`src/rtl/arith_pkg.sv`:
```
// Shared arithmetic definitions: serial-subtractor state encoding, default width
// and a sign-extension helper.
package arith_pkg;

    typedef enum logic [1:0] {
        IDLE  = 2'd0,
        SHIFT = 2'd1,
        DONE  = 2'd2
    } sub_state_t;

    localparam int unsigned ARITH_W = 8;
    localparam int unsigned SEXT_W  = 64;

    // Sign-extend the low w bits of x across the whole word; callers truncate
    // to w+1 bits to get a one-bit sign extension.
    function automatic logic [SEXT_W-1:0] sext(input logic [SEXT_W-1:0] x,
                                               input int unsigned       w);
        int unsigned sh;
        sh = SEXT_W - w;
        return $unsigned($signed(x << sh) >>> sh);
    endfunction

endpackage

```
`src/rtl/serial_fa_cell.sv`:
```
// One-bit full adder with its carry flop; the carry presets to 1 so that
// adding the inverted subtrahend forms a two's-complement subtraction.
module serial_fa_cell (
    input  logic clk,
    input  logic rst_n,
    input  logic load,
    input  logic en,
    input  logic a,
    input  logic b,
    output logic s_c
);

    logic carry;
    logic cout_c;

    assign s_c    = a ^ b ^ carry;
    assign cout_c = (a & b) | (a & carry) | (b & carry);

    always_ff @(posedge clk) begin
        if (!rst_n) begin
            carry <= 1'b1;
        end else if (load) begin
            carry <= 1'b1;
        end else if (en) begin
            carry <= cout_c;
        end
    end

endmodule

```
`src/rtl/sub_signed_serial.sv`:
```
// Bit-serial signed subtractor: o = a - b at WIDTH+1 bits, one result bit per
// clock, with valid/ready handshakes on both sides.
module sub_signed_serial
    import arith_pkg::*;
#(
    parameter int unsigned WIDTH = ARITH_W
) (
    input  logic             clk,
    input  logic             rst_n,
    input  logic             in_valid,
    output logic             in_ready,
    input  logic [WIDTH-1:0] a,
    input  logic [WIDTH-1:0] b,
    output logic             out_valid,
    input  logic             out_ready,
    output logic [WIDTH:0]   o
);

    localparam int unsigned RW = WIDTH + 1;
    localparam int unsigned CW = $clog2(WIDTH + 1);

    sub_state_t    state;
    sub_state_t    state_next;
    logic          load;
    logic          step;
    logic          sum_c;
    logic [RW-1:0] a_sr;
    logic [RW-1:0] nb_sr;
    logic [CW-1:0] cnt;

    assign in_ready = rst_n & (state == IDLE);

    // State register
    always_ff @(posedge clk) begin
        if (!rst_n) begin
            state <= IDLE;
        end else begin
            state <= state_next;
        end
    end

    // Next-state and datapath strobes
    always_comb begin
        state_next = state;
        load       = 1'b0;
        step       = 1'b0;
        case (state)
            IDLE: begin
                if (in_valid) begin
                    load       = 1'b1;
                    state_next = SHIFT;
                end
            end
            SHIFT: begin
                step = 1'b1;
                if (cnt == CW'(WIDTH)) begin
                    state_next = DONE;
                end
            end
            DONE: begin
                if (out_ready) begin
                    state_next = IDLE;
                end
            end
            default: state_next = IDLE;
        endcase
    end

    serial_fa_cell u_fa (
        .clk   (clk),
        .rst_n (rst_n),
        .load  (load),
        .en    (step),
        .a     (a_sr[0]),
        .b     (nb_sr[0]),
        .s_c   (sum_c)
    );

    // Operand/result shift registers; sum bits enter at the MSB and walk down
    always_ff @(posedge clk) begin
        if (!rst_n) begin
            a_sr      <= '0;
            nb_sr     <= '0;
            o         <= '0;
            cnt       <= '0;
            out_valid <= 1'b0;
        end else begin
            out_valid <= (state_next == DONE);
            if (load) begin
                a_sr  <= RW'(sext(SEXT_W'(a), WIDTH));
                nb_sr <= ~RW'(sext(SEXT_W'(b), WIDTH));
                cnt   <= '0;
            end else if (step) begin
                a_sr  <= {1'b0, a_sr[RW-1:1]};
                nb_sr <= {1'b0, nb_sr[RW-1:1]};
                o     <= {sum_c, o[RW-1:1]};
                cnt   <= cnt + CW'(1);
            end
        end
    end

endmodule

```
`config.mk`:
```
export PLATFORM = sky130hd
export DESIGN_NAME = sub_signed_serial
export DESIGN_NICKNAME = d
export VERILOG_FILES = /design/src/rtl/arith_pkg.sv /design/src/rtl/serial_fa_cell.sv /design/src/rtl/sub_signed_serial.sv
export SDC_FILE = /design/constraint.sdc
export NUM_CORES = 1
export LEC_CHECK = 0
export BUFFER_PORTS_ARGS = -buffer_cell sky130_fd_sc_hd__buf_2
export CAP_MARGIN = 20
export CORE_AREA = 5 5 65 55
export DETAILED_ROUTE_END_ITERATION = 10
export DIE_AREA = 0 0 70 60
export GPL_ROUTABILITY_DRIVEN = 0
export PLACE_DENSITY = 0.77
export SYNTH_ARGS = -nofsm -noshare
export SYNTH_HDL_FRONTEND = slang
export SYNTH_SLANG_ARGS = --single-unit
```
`constraint.sdc`:
```
create_clock -name clk -period 3 [get_ports clk]
set_input_delay 0.75 -clock clk [delete_from_list [all_inputs] [get_ports clk]]
set_output_delay 0.75 -clock clk [all_outputs]
set_load 0.005 [all_outputs]
```
==> results.txt, run 1 <==
The worst flop-to-flop path startpoint was state[0]. The logs give 0.452 ns for the worst-case hold slack and 4 for the number of search-and-repair iterations in the first detailed-routing pass. The layout cell share with drive strength beyond 1 works out to 21.8%. Headroom to the max-slew limit came out at 30.2%.

The via count of the first global-routing pass was 1,237; the number of cell instances on the worst register-to-register path was 3. For the final routed database, the setup TNS stands at 0 ns. The area growth from synthesis to layout is 12.4%.

The count of nets left with antenna violations once routing finished came out at 0. The worst setup path is captured at a primary output. The tools report the clock latency on the worst-skew pair as 0.32 ns. The clock passes through at most 2 buffers. The total of warnings raised by yosys is 0.

Across the run, the number of max-cap violations was 0. After clock tree synthesis, the repair step resized 0 gates. Yosys mapped the design onto 32 distinct sky130hd cell types. The number of hold-slack violations in the final timing report was 0; the die boundary width was 70 um. STA puts the critical path data required time at 2.25 ns. 0 antenna diodes ended up in the layout.

In this run the power density over the cells is 530 nW/um2. The worst path in the final design needs a cycle of 2.14 ns, including I/O delays and setup. For the total wire length after detailed routing, the log shows 3.21 mm. The number of cells on the worst hold path is 2, and the row count is 18. The run gives 0 as the total count of max-transition violations in the final report.

Summing all non-filler instances in the final layout gives an area of 1670 um2. The run gives 2930 um2 as the core region area. The number of placed instances, taps included, is 235. For flop-to-flop paths, the worst setup slack is 0.99 ns. The logs give 0 for the total global routing overflow and 0 for the number of antenna violations at the first check in global routing.

Setup repair after global routing left no endpoint under its margin. Global routing used 16.4% of the available tracks across all layers. The tools report the worst min-delay path endpoint as o[1].

The number of enable flip-flop cells after synthesis works out to 0. The post-layout instance count excluding filler cells came out at 242. For this run, the top clock speed supported by timing is 467 MHz. Buffers inserted during clock tree synthesis total 5. The worst register-to-register path ends at cnt[3]. The run gives 1610 um2 as the placed instance area.

The cell at the root of the clock tree was sky130_fd_sc_hd__clkbuf_4. Data on the critical path arrives at its endpoint at 1.39 ns. Detailed placement finished with a half-perimeter wire length of 2.27 mm. Summed over all instances, the cell type with the most area after synthesis is sky130_fd_sc_hd__dfxtp_1.

For the count of pins on the block boundary, the log shows 31. The most numerous cell in the Yosys netlist was sky130_fd_sc_hd__nand2_1. The logs give 0 for the post-CTS repair timing setup buffer count and 0.000661 uW for the leakage power total. The setup violation total in the final timing report was 0; the mean cell area of the mapped netlist was 8.47 um2. The slew at the pin closest to its max-slew limit is 1.05 ns. Kind of critical path: in2out. After synthesis, the largest area contributor takes up 47.3% of total cell area. In this run the worst path has a maximum fanout of 15. Counting flops with an async set or reset pin after synthesis yields a share of 0%. For this design, the sink count on the clock tree is 35.

The commonest cells after synthesis are sky130_fd_sc_hd__nand2_1, sky130_fd_sc_hd__dfxtp_1, sky130_fd_sc_hd__a21oi_1, sky130_fd_sc_hd__o21ai_0. The path class of the tightest hold or removal check is reg2reg. The most used flip-flop cell after synthesis is sky130_fd_sc_hd__dfxtp_1. The run gives 198 as the net count after synthesis.

Starting density of the core: 50.6%. The run gives 175 as the gate count of the mapped netlist. Hold repair after CTS inserted 0 buffers.

TritonCTS built the clock tree. The first global-routing pass estimated 5.35 mm of wire. The startpoint identified for the worst hold timing path is o[2]. Summing every instance area after synthesis gives 1480 um2.

The vertical extent of the die was 60 um. VDD sags by at most 352 uV. STA classifies the critical path startpoint as an input port. The run finished with clean final reports. Sequential cells were found to cover 47.3% of the synthesized design area. The via count is 1,302, and the number of DRC violations after detailed routing is 0. The share of the cycle needed by the critical path after routing was 71.3%; the number of H-tree levels was 2. Clock skew on the completed layout was measured at 0.0134 ns.

Die area: 4200 um2. Clock-pin slew was measured on the worst setup and hold paths at 0.11 ns. Utilization of the core after routing: 56.9%. The number of port buffers was 30; the average wire length per cell after detail routing was 13.2 um. The tools report the initial detailed-routing violation count as 90.

In the post-synthesis netlist, the biggest area contributors are sky130_fd_sc_hd__dfxtp_1, sky130_fd_sc_hd__a21oi_1, sky130_fd_sc_hd__nand2_1, sky130_fd_sc_hd__o21ai_0, sky130_fd_sc_hd__buf_6. For the final net count, the log shows 225. Entering global routing, the biggest net connects 30 pins. Dividing the detail-routed via count by the number of cells gives 5.38. After synthesis the netlist holds a flip-flop and latch count of 35.
[placed cells by master (no fill, tap or decap), types with 2 or more instances in the layout]
cell type / instances
sky130_fd_sc_hd__dfxtp_1: 35
sky130_fd_sc_hd__ha_1: 2
sky130_fd_sc_hd__clkbuf_4: 5
sky130_fd_sc_hd__nor3_1: 2
sky130_fd_sc_hd__buf_4: 2
sky130_fd_sc_hd__o21ai_0: 10
sky130_fd_sc_hd__nand2_1: 42
sky130_fd_sc_hd__a21oi_1: 33
sky130_fd_sc_hd__o21a_1: 2
sky130_fd_sc_hd__o22ai_1: 3
sky130_fd_sc_hd__a221oi_1: 5
sky130_fd_sc_hd__inv_1: 5
sky130_fd_sc_hd__nand2b_1: 2
sky130_fd_sc_hd__buf_2: 30
sky130_fd_sc_hd__a31oi_1: 2
sky130_fd_sc_hd__nor2_1: 4
sky130_fd_sc_hd__nand3b_1: 2
[where the power goes]
part | internal [uW] | total [uW] | switching, uW
Sequential | 493 | 512 | 19.3
Clock | 109 | 253 | 145
Combinational | 46.9 | 118 | 70.6
Total | 648 | 883 | 235
[state kept, by name, summed over array words and instances, names as in the netlist]
name / flops
out_valid: 1
cnt: 4
o: 9
state: 2
nb_sr: 9
u_fa.carry: 1
a_sr: 9
[worst max path at each step]
stage,start,endpoint,slack (ns),depth (start not counted)
global route,state[0],cnt[3],0.78,3
CTS,rst_n,in_ready,0.87,4
global placement,rst_n,in_ready,0.87,4
floorplan,rst_n,in_ready,1.15,2
detailed placement,rst_n,in_ready,0.87,4
finish,rst_n,in_ready,0.86,4
[worst max-delay path, stage by stage]
cell                       delay (ns)
sky130_fd_sc_hd__buf_2           0.23
sky130_fd_sc_hd__clkinv_1        0.12
sky130_fd_sc_hd__nor3_1          0.14
sky130_fd_sc_hd__buf_2           0.14
[per-layer routing]
metal  track usage, %  vias up  share of wire (%)
li1                 -      654                  -
met1             18.0      612                 42
met2             29.1       32                 53
met3             6.39        4                4.6
met4             6.01        0                1.1
met5                0        -                  0
[metrics by stage]
step           total power (uW)  setup slack [ns]
6_report                    883             0.860
2_1_floorplan               611              1.15
3_5_place_dp                640             0.873
5_1_grt                     935             0.785
4_1_cts                     895             0.870
3_3_place_gp                632             0.871
[cells by family after synthesis]
kind of cell    share of synthesized area [%]
flops                                    47.3
fa+ha+maj                                3.04
buf+inv                                  7.43
xor+xnor                                0.591
simple gates                             18.1
compound gates                           23.6
[layout make-up]
| type | instances | area (um2) |
|---|---|---|
| clock inverter | 1 | 5.00 |
| timing repair buffer | 32 | 165 |
| tap | 40 | 50.0 |
| fill | 296 | 1260 |
| inverter | 6 | 22.5 |
| clock buffer | 6 | 51.3 |
| sequential | 35 | 701 |
| multi-input combinational | 122 | 672 |
(Power assumes the default switching activity.)
==> run 2: changes to the inputs <==
Settings changed: ABC_AREA set to 1, CORE_AREA 5 5 65 55 to 5 5 69 58, DIE_AREA 0 0 70 60 to 0 0 74 63, PLACE_DENSITY 0.77 to 0.76.
Clock period 3 ns to 2.2 ns, I/O delays scaled along.
==> results.txt, run 2 <==
The tools report the kind of launch point of the worst setup path as a flop. The first global-routing pass estimated 5.82 mm of wire. After filler insertion, the fill cell instance count of the layout stands at 323. Setup repair after global routing left no endpoint under its margin. The synthesized netlist contains 21 unique library cells. After detailed routing, the number of remaining DRC violations is 0.

The tool flagged a number of max-cap violations equal to 0. The worst hold path passes through 2 cells. Minimum setup slack after placement: 0.577 ns. For this design, the sink count on the clock tree is 35. The remaining antenna violation count after routing is 0. Clock-pin slew was measured on the worst setup and hold paths at 0.07 ns. The mean cell area of the mapped netlist came out at 7.15 um2. The endpoint identified for the worst register-to-register timing path is cnt[3].

The maximum clock frequency is 542 MHz, and the number of gates resized after CTS is 0. After Yosys synthesis, full adders, half adders and majority gates account for 2.70% of the synthesized area. The die area was 4660 um2; the layout cell share with drive strength beyond 1 was 22.2%.

For this run, the number of standard cells in the final layout without fillers is 303. After legalization and detailed placement, the total HPWL measured 2.33 mm. The library cell used most frequently in the layout, excluding fill and tap cells, is sky130_fd_sc_hd__nand2_1. The pre-antenna-repair detailed-routing pass consisted of 4 iterations. The relative area change from synthesis to final layout was 15.8%. In this run the worst hold path is classified as reg2reg. The post-CTS repair timing setup buffer count came out at 0. Summed over all layers, the global routing overflow is 0. The maximum number of buffers from clock root to sink was 2; the slew at the pin closest to its max-slew limit was 0.475 ns. The number of antenna violations at the first check in global routing was 0; the via count was 1,485.

The flow ran to the end, and the final reports show no timing, DRC or antenna violations. Smallest setup slack after layout: 0.357 ns. The tools report the worst min-delay path endpoint as a_sr[8]. The first routing iteration left 106 violations. Dividing the final minimum period by the clock period gives 83.8%.

Most numerous cell in the Yosys netlist: sky130_fd_sc_hd__nand2_1. The H-tree generated during clock tree synthesis spans 2 levels. The share of the Yosys chip area taken by registers is 42.0%.

The tools report the row count as 19. By count the netlist is led by sky130_fd_sc_hd__nand2_1, sky130_fd_sc_hd__dfxtp_1, sky130_fd_sc_hd__nand3_1, sky130_fd_sc_hd__nor2_1, sky130_fd_sc_hd__inv_1. In this run the critical register-to-register path is launched from state[0]. The later pin in the worst-skew pair is clocked with a latency of 0.28 ns. Fraction of the mapped netlist area in simple logic gates: 34.2%.

The via count of the first global-routing pass was 1,284; the count of state elements after synthesis was 35. The final net count is 283. The critical path in this run is classified as reg2out. The portion of netlist area occupied by mux cells works out to 0%. The main combinational cell family by area after synthesis was simple AND/OR/NAND/NOR gates. Summing the areas of all compound-gate instances in the mapped netlist gives 11.3% of the synthesized area.

In the final routed layout, each cell accounts on average for 11.5 um. The overall power after layout was 1520 uW; the fraction of post-synthesis cell area in the top cell type by area was 42.0%. The number of buffers added to fix hold violations after cts is 0, and the routed via count divided by cell count is 4.90.

The routed design has 3.49 mm of wire. The required time of the critical path came out at 1.65 ns. In the synthesized netlist the async set-or-reset flop fraction comes to 0%. The tree is rooted in a sky130_fd_sc_hd__clkbuf_8. Summed over all cells, the static leakage comes to 0.000934 uW. The starting density of the core came out at 50.4%. The library cell occupying the most area in the post-synthesis netlist is sky130_fd_sc_hd__dfxtp_1. The core region is 3300 um2. The die is 74 um wide.

The repair_antennas step left the layout with diodes totalling 0. The flop-to-flop setup slack was 0.70 ns; the vertical extent of the die was 63 um. The setup violation total in the final timing report came out at 0. The maximum net fanout on the critical path was 10. Number of port buffers: 30. The total of warnings raised by yosys is 0, and the post-route setup TNS is 0 ns. In the synthesized netlist the dominant register cell turns out to be sky130_fd_sc_hd__dfxtp_1.

The number of hold-slack violations in the final timing report is 0. Total count of max-transition violations in the final report: 0. The largest registers in the layout are a_sr (9), nb_sr (9), o (9). The minimum clock period was 1.84 ns.

In the post-synthesis netlist, the biggest area contributors are sky130_fd_sc_hd__dfxtp_1, sky130_fd_sc_hd__nand2_1, sky130_fd_sc_hd__nand3_1, sky130_fd_sc_hd__nor2_1, sky130_fd_sc_hd__a21oi_2. TritonCTS built the clock tree. After Yosys synthesis, XOR and XNOR cells account for 0% of the synthesized area. The number of cell instances on the worst register-to-register path is 6, and the pin count of the biggest net entering global routing is 20.

The synthesized design contains 0 enable-type register cells. The category of the worst setup path capture point was a primary output. In this run, CTS created clock tree buffers numbering 5.

For this run, the share of the core covered by cells in the final layout is 58.4%. For this design the ratio of total power to cell area is 785 nW/um2. Leaving out fill and tap cells, the most frequent cells in the layout are sky130_fd_sc_hd__nand2_1, sky130_fd_sc_hd__dfxtp_1, sky130_fd_sc_hd__nand3_1. The tools report the combined area of all synthesized cells as 1670 um2. Counting tap cells, the placed design contains a total of 295 instances.

VDD sags by at most 444 uV. Across every metal layer, demand over resource in global routing totals 16.1%. The startpoint identified for the worst hold timing path is a_sr[8]. The logs give 68.2% for the normalized max-slew margin and 256 for the net count after synthesis. The gate count of the mapped netlist was 233; the count of pins on the block boundary was 31. Data arrives at the worst endpoint at 1.29 ns. For the final database, setup skew stands at 0.00164 ns.
==> run 2: critical path: stages (launching register included) <==
cell and delay [ns]:
sky130_fd_sc_hd__dfxtp_1 0.59, sky130_fd_sc_hd__inv_1 0.16, sky130_fd_sc_hd__nand2_1 0.10, sky130_fd_sc_hd__nor2_1 0.05, sky130_fd_sc_hd__buf_2 0.12
==> run 2: layer usage <==
metal / part of all wire [%] / global-route usage, % / routed length, um
met5: 0 / 0 / 0
met1: 49 / 23.3 / 1720
met3: 5.1 / 4.50 / 178
met4: 1.5 / 6.79 / 53
met2: 44 / 22.0 / 1540
==> run 2: worst max path at each step <==
stage / startpoint / to / slack [ns]
2_1_floorplan: rst_n / in_ready / 0.62
3_3_place_gp: rst_n / in_ready / 0.58
3_5_place_dp: rst_n / in_ready / 0.58
4_1_cts: state[0] / in_ready / 0.36
5_1_grt: state[0] / in_ready / 0.24
6_report: state[0] / in_ready / 0.36
==> run 2: area by class of cell <==
class,count,area (um2),area share [%]
well taps,42,52.6,2.72
multi-input cells,163,803,41.6
inverters,22,82.6,4.28
flip-flops and latches,35,701,36.3
repair buffers,33,173,8.95
clock inverters,2,35.0,1.82
clock buffers,6,82.6,4.28
==> run 2: cells by family after synthesis <==
kind of cell,after synthesis
simple gates,132
buf+inv,35
flops,35
compound gates,28
fa+ha+maj,3
==> run 2: stage by stage <==
stage / area, um2 / hold slack, ns
2_1_floorplan: 1670 / 0.443
3_3_place_gp: 1810 / 0.456
3_5_place_dp: 1810 / 0.462
4_1_cts: 1930 / 0.473
5_1_grt: 1930 / 0.494
6_report: 1930 / 0.470
==> run 2: where the power goes <==
part / internal [uW] / leakage, uW / total [uW] / switching, uW
combinational: 85.0 / 0.000585 / 215 / 130
sequential: 679 / 0.000288 / 710 / 30.9
clock: 366 / 0.0000612 / 591 / 224
total: 1130 / 0.000934 / 1520 / 385
==> run 3: changes to the inputs <==
Clock period 2.2 ns to 1.74 ns, I/O delays scaled along.
==> results.txt, run 3 (synthesis results as in run 2) <==
For the worst flop-to-flop path, the logic depth is 6. For the clock latency on the worst-skew pair, the log shows 0.29 ns. Leaving out fill and tap cells, the most frequent cell in the layout is sky130_fd_sc_hd__nand2_1.

The slew at the pin closest to its max-slew limit is 0.437 ns, and the layout cell share with drive strength beyond 1 is 22.9%. Leaving out fill and tap cells, the most frequent cells in the layout are sky130_fd_sc_hd__nand2_1, sky130_fd_sc_hd__nand3_1, sky130_fd_sc_hd__nor2_1, sky130_fd_sc_hd__dfxtp_1, sky130_fd_sc_hd__buf_2. Number of antenna violations at the first check in global routing: 0.

The critical path is of the reg2out type. For the total count of max-transition violations in the final report, the log shows 0. Row count: 19. The total wire length after detailed routing is 3.51 mm, and the share of the cycle needed by the critical path after routing is 90.6%. The core region area was 3300 um2; the die boundary width was 74 um. 31 I/O pins were placed.

TritonCTS built the clock tree. The normalized max-slew margin is 70.7%. Entering global routing, the biggest net connects 20 pins.

The startpoint identified for the worst register-to-register timing path is state[0]. Along the worst path, the maximum fanout reaches 16. Kind of launch point of the worst setup path: a flop. The longest clock path from root to sink contains 2 buffers. The critical path starts at state[1].

The tightest hold path in the finished design has a slack of 0.445 ns. The cell area power density works out to 1040 nW/um2. The first global-routing pass estimated 5.89 mm of wire. After global routing the overflow that remains totals 0. The flow ran to the end, and the final reports show no timing, DRC or antenna violations. The logs give 16.2% for the overall fraction of global-route tracks in use and 0 for the number of buffers added to fix hold violations after cts. The total inserted antenna cells is 0. Using the TritonRoute via totals, the vias-per-cell ratio works out to 4.93. For the worst clock skew, the log shows 0.00544 ns. The initial utilization of the core area, before any placement, comes to 50.4%.

The number of port buffers is 30, and the initial detailed-routing violation count is 142. STA classifies the critical path endpoint as a primary output. For the leakage power total, the log shows 0.000945 uW. Setup repair after global routing left no endpoint under its margin. The routed layout has 1,500 vias. The tool flagged a number of max-cap violations equal to 0. Derived from the worst setup path, the maximum achievable clock frequency is 634 MHz. The run gives 2 as the number of H-tree levels. VDD sags by at most 823 uV. The cell at the root of the clock tree is sky130_fd_sc_hd__clkbuf_8.

The pre-antenna-repair detailed-routing pass consisted of 4 iterations. The average wire length per cell after detail routing came out at 11.5 um. The tools report the worst setup path endpoint as in_ready. In this run the vertical extent of the chip is 63 um. STA puts the critical path data required time at 1.30 ns. Total clock sinks: 35. Clock tree synthesis inserted a total of 5 buffers. The tools report the setup violation total in the final timing report as 0.

For the final routed database, the setup TNS stands at 0 ns. The class of the tightest hold or removal check is in2reg. The area growth from synthesis to layout is 17.6%. For this run, design rule violations remaining after detail routing come to 0. The floorplan step defined a die boundary enclosing 4660 um2. The largest registers in the layout are a_sr (9), nb_sr (9), o (9). The flop-to-flop setup slack is 0.46 ns, and the post-CTS clock slew at the launch and capture registers of the worst setup and hold paths is 0.07 ns. The via count of the first global-routing pass came out at 1,301. For the final net count, the log shows 284. For the finished layout, the period the worst path requires is 1.58 ns. For the remaining antenna violation count after routing, the log shows 0. STA puts the critical path data arrival time at 1.14 ns. The final HPWL from detailed placement came out at 2.38 mm. The worst flop-to-flop path endpoint is a_sr[5]. For the number of hold-slack violations in the final timing report, the log shows 0.
## run 3: cell count changes in the layout (fill, tap and decap cells not counted), sizes merged
cell	previous run	this run
buf	33	34
bufinv	1	2
inv	22	21
## run 3: power breakdown
group | switching, uW | internal (uW) | leakage, uW | total [uW]
clock | 285 | 573 | 0.0000654 | 858
combinational | 167 | 110 | 0.000591 | 276
sequential | 37.5 | 859 | 0.000289 | 896
## run 3: how the worst min path moves through the flow
| stage | from | end | cells after the start |
|---|---|---|---|
| floorplan | a_sr[8] | a_sr[8] | 2 |
| detailed placement | a_sr[6] | a_sr[6] | 2 |
| CTS | a[7] | a_sr[8] | 3 |
| global route | a[7] | a_sr[8] | 3 |
| finish | a[7] | a_sr[8] | 3 |
| global placement | a_sr[6] | a_sr[6] | 2 |
## run 3: through the flow
stage | power, uW | utilization [%] | cells | instance area (um2) | setup WS (ns)
2_1_floorplan | 1110 | - | 233 | 1670 | 0.393
3_3_place_gp | 1180 | 55.1 | 296 | 1820 | 0.300
3_5_place_dp | 1190 | 55.1 | 296 | 1820 | 0.269
4_1_cts | 2040 | 59.1 | 304 | 1950 | 0.0537
5_1_grt | 2130 | 59.3 | 304 | 1960 | 0.0611
6_report | 2030 | 59.3 | 304 | 1960 | 0.163
## run 3: final cells by class
type	count	area, um2
fill	311	1350
multi-input combinational	163	803
sequential	35	703
timing repair buffer	34	180
inverter	22	87.6
clock buffer	6	72.6
clock inverter	2	60.1
tap	42	52.6
## run 3: routing by layer
layer / GRT usage (%) / vias to the layer above / share of wire (%)
met3: 6.11 / 8 / 7.7
met5: 0 / - / 0
met4: 5.66 / 0 / 2.1
met1: 23.0 / 653 / 47
met2: 22.0 / 52 / 43
li1: - / 787 / -
## run 3: repair_timing
action / 4_1_cts / 5_1_grt
setup endpoints to repair: 1 / 1
buffers inserted: 0 / 0
pin swaps: 0 / 0
resized for setup: 1 / 3
## run 3: worst max-delay path, stage by stage (launching register included)
cell and delay, ns:
sky130_fd_sc_hd__dfxtp_2 0.42, sky130_fd_sc_hd__clkinv_4 0.17, sky130_fd_sc_hd__nand2_1 0.09, sky130_fd_sc_hd__nor2_1 0.05, sky130_fd_sc_hd__buf_2 0.12
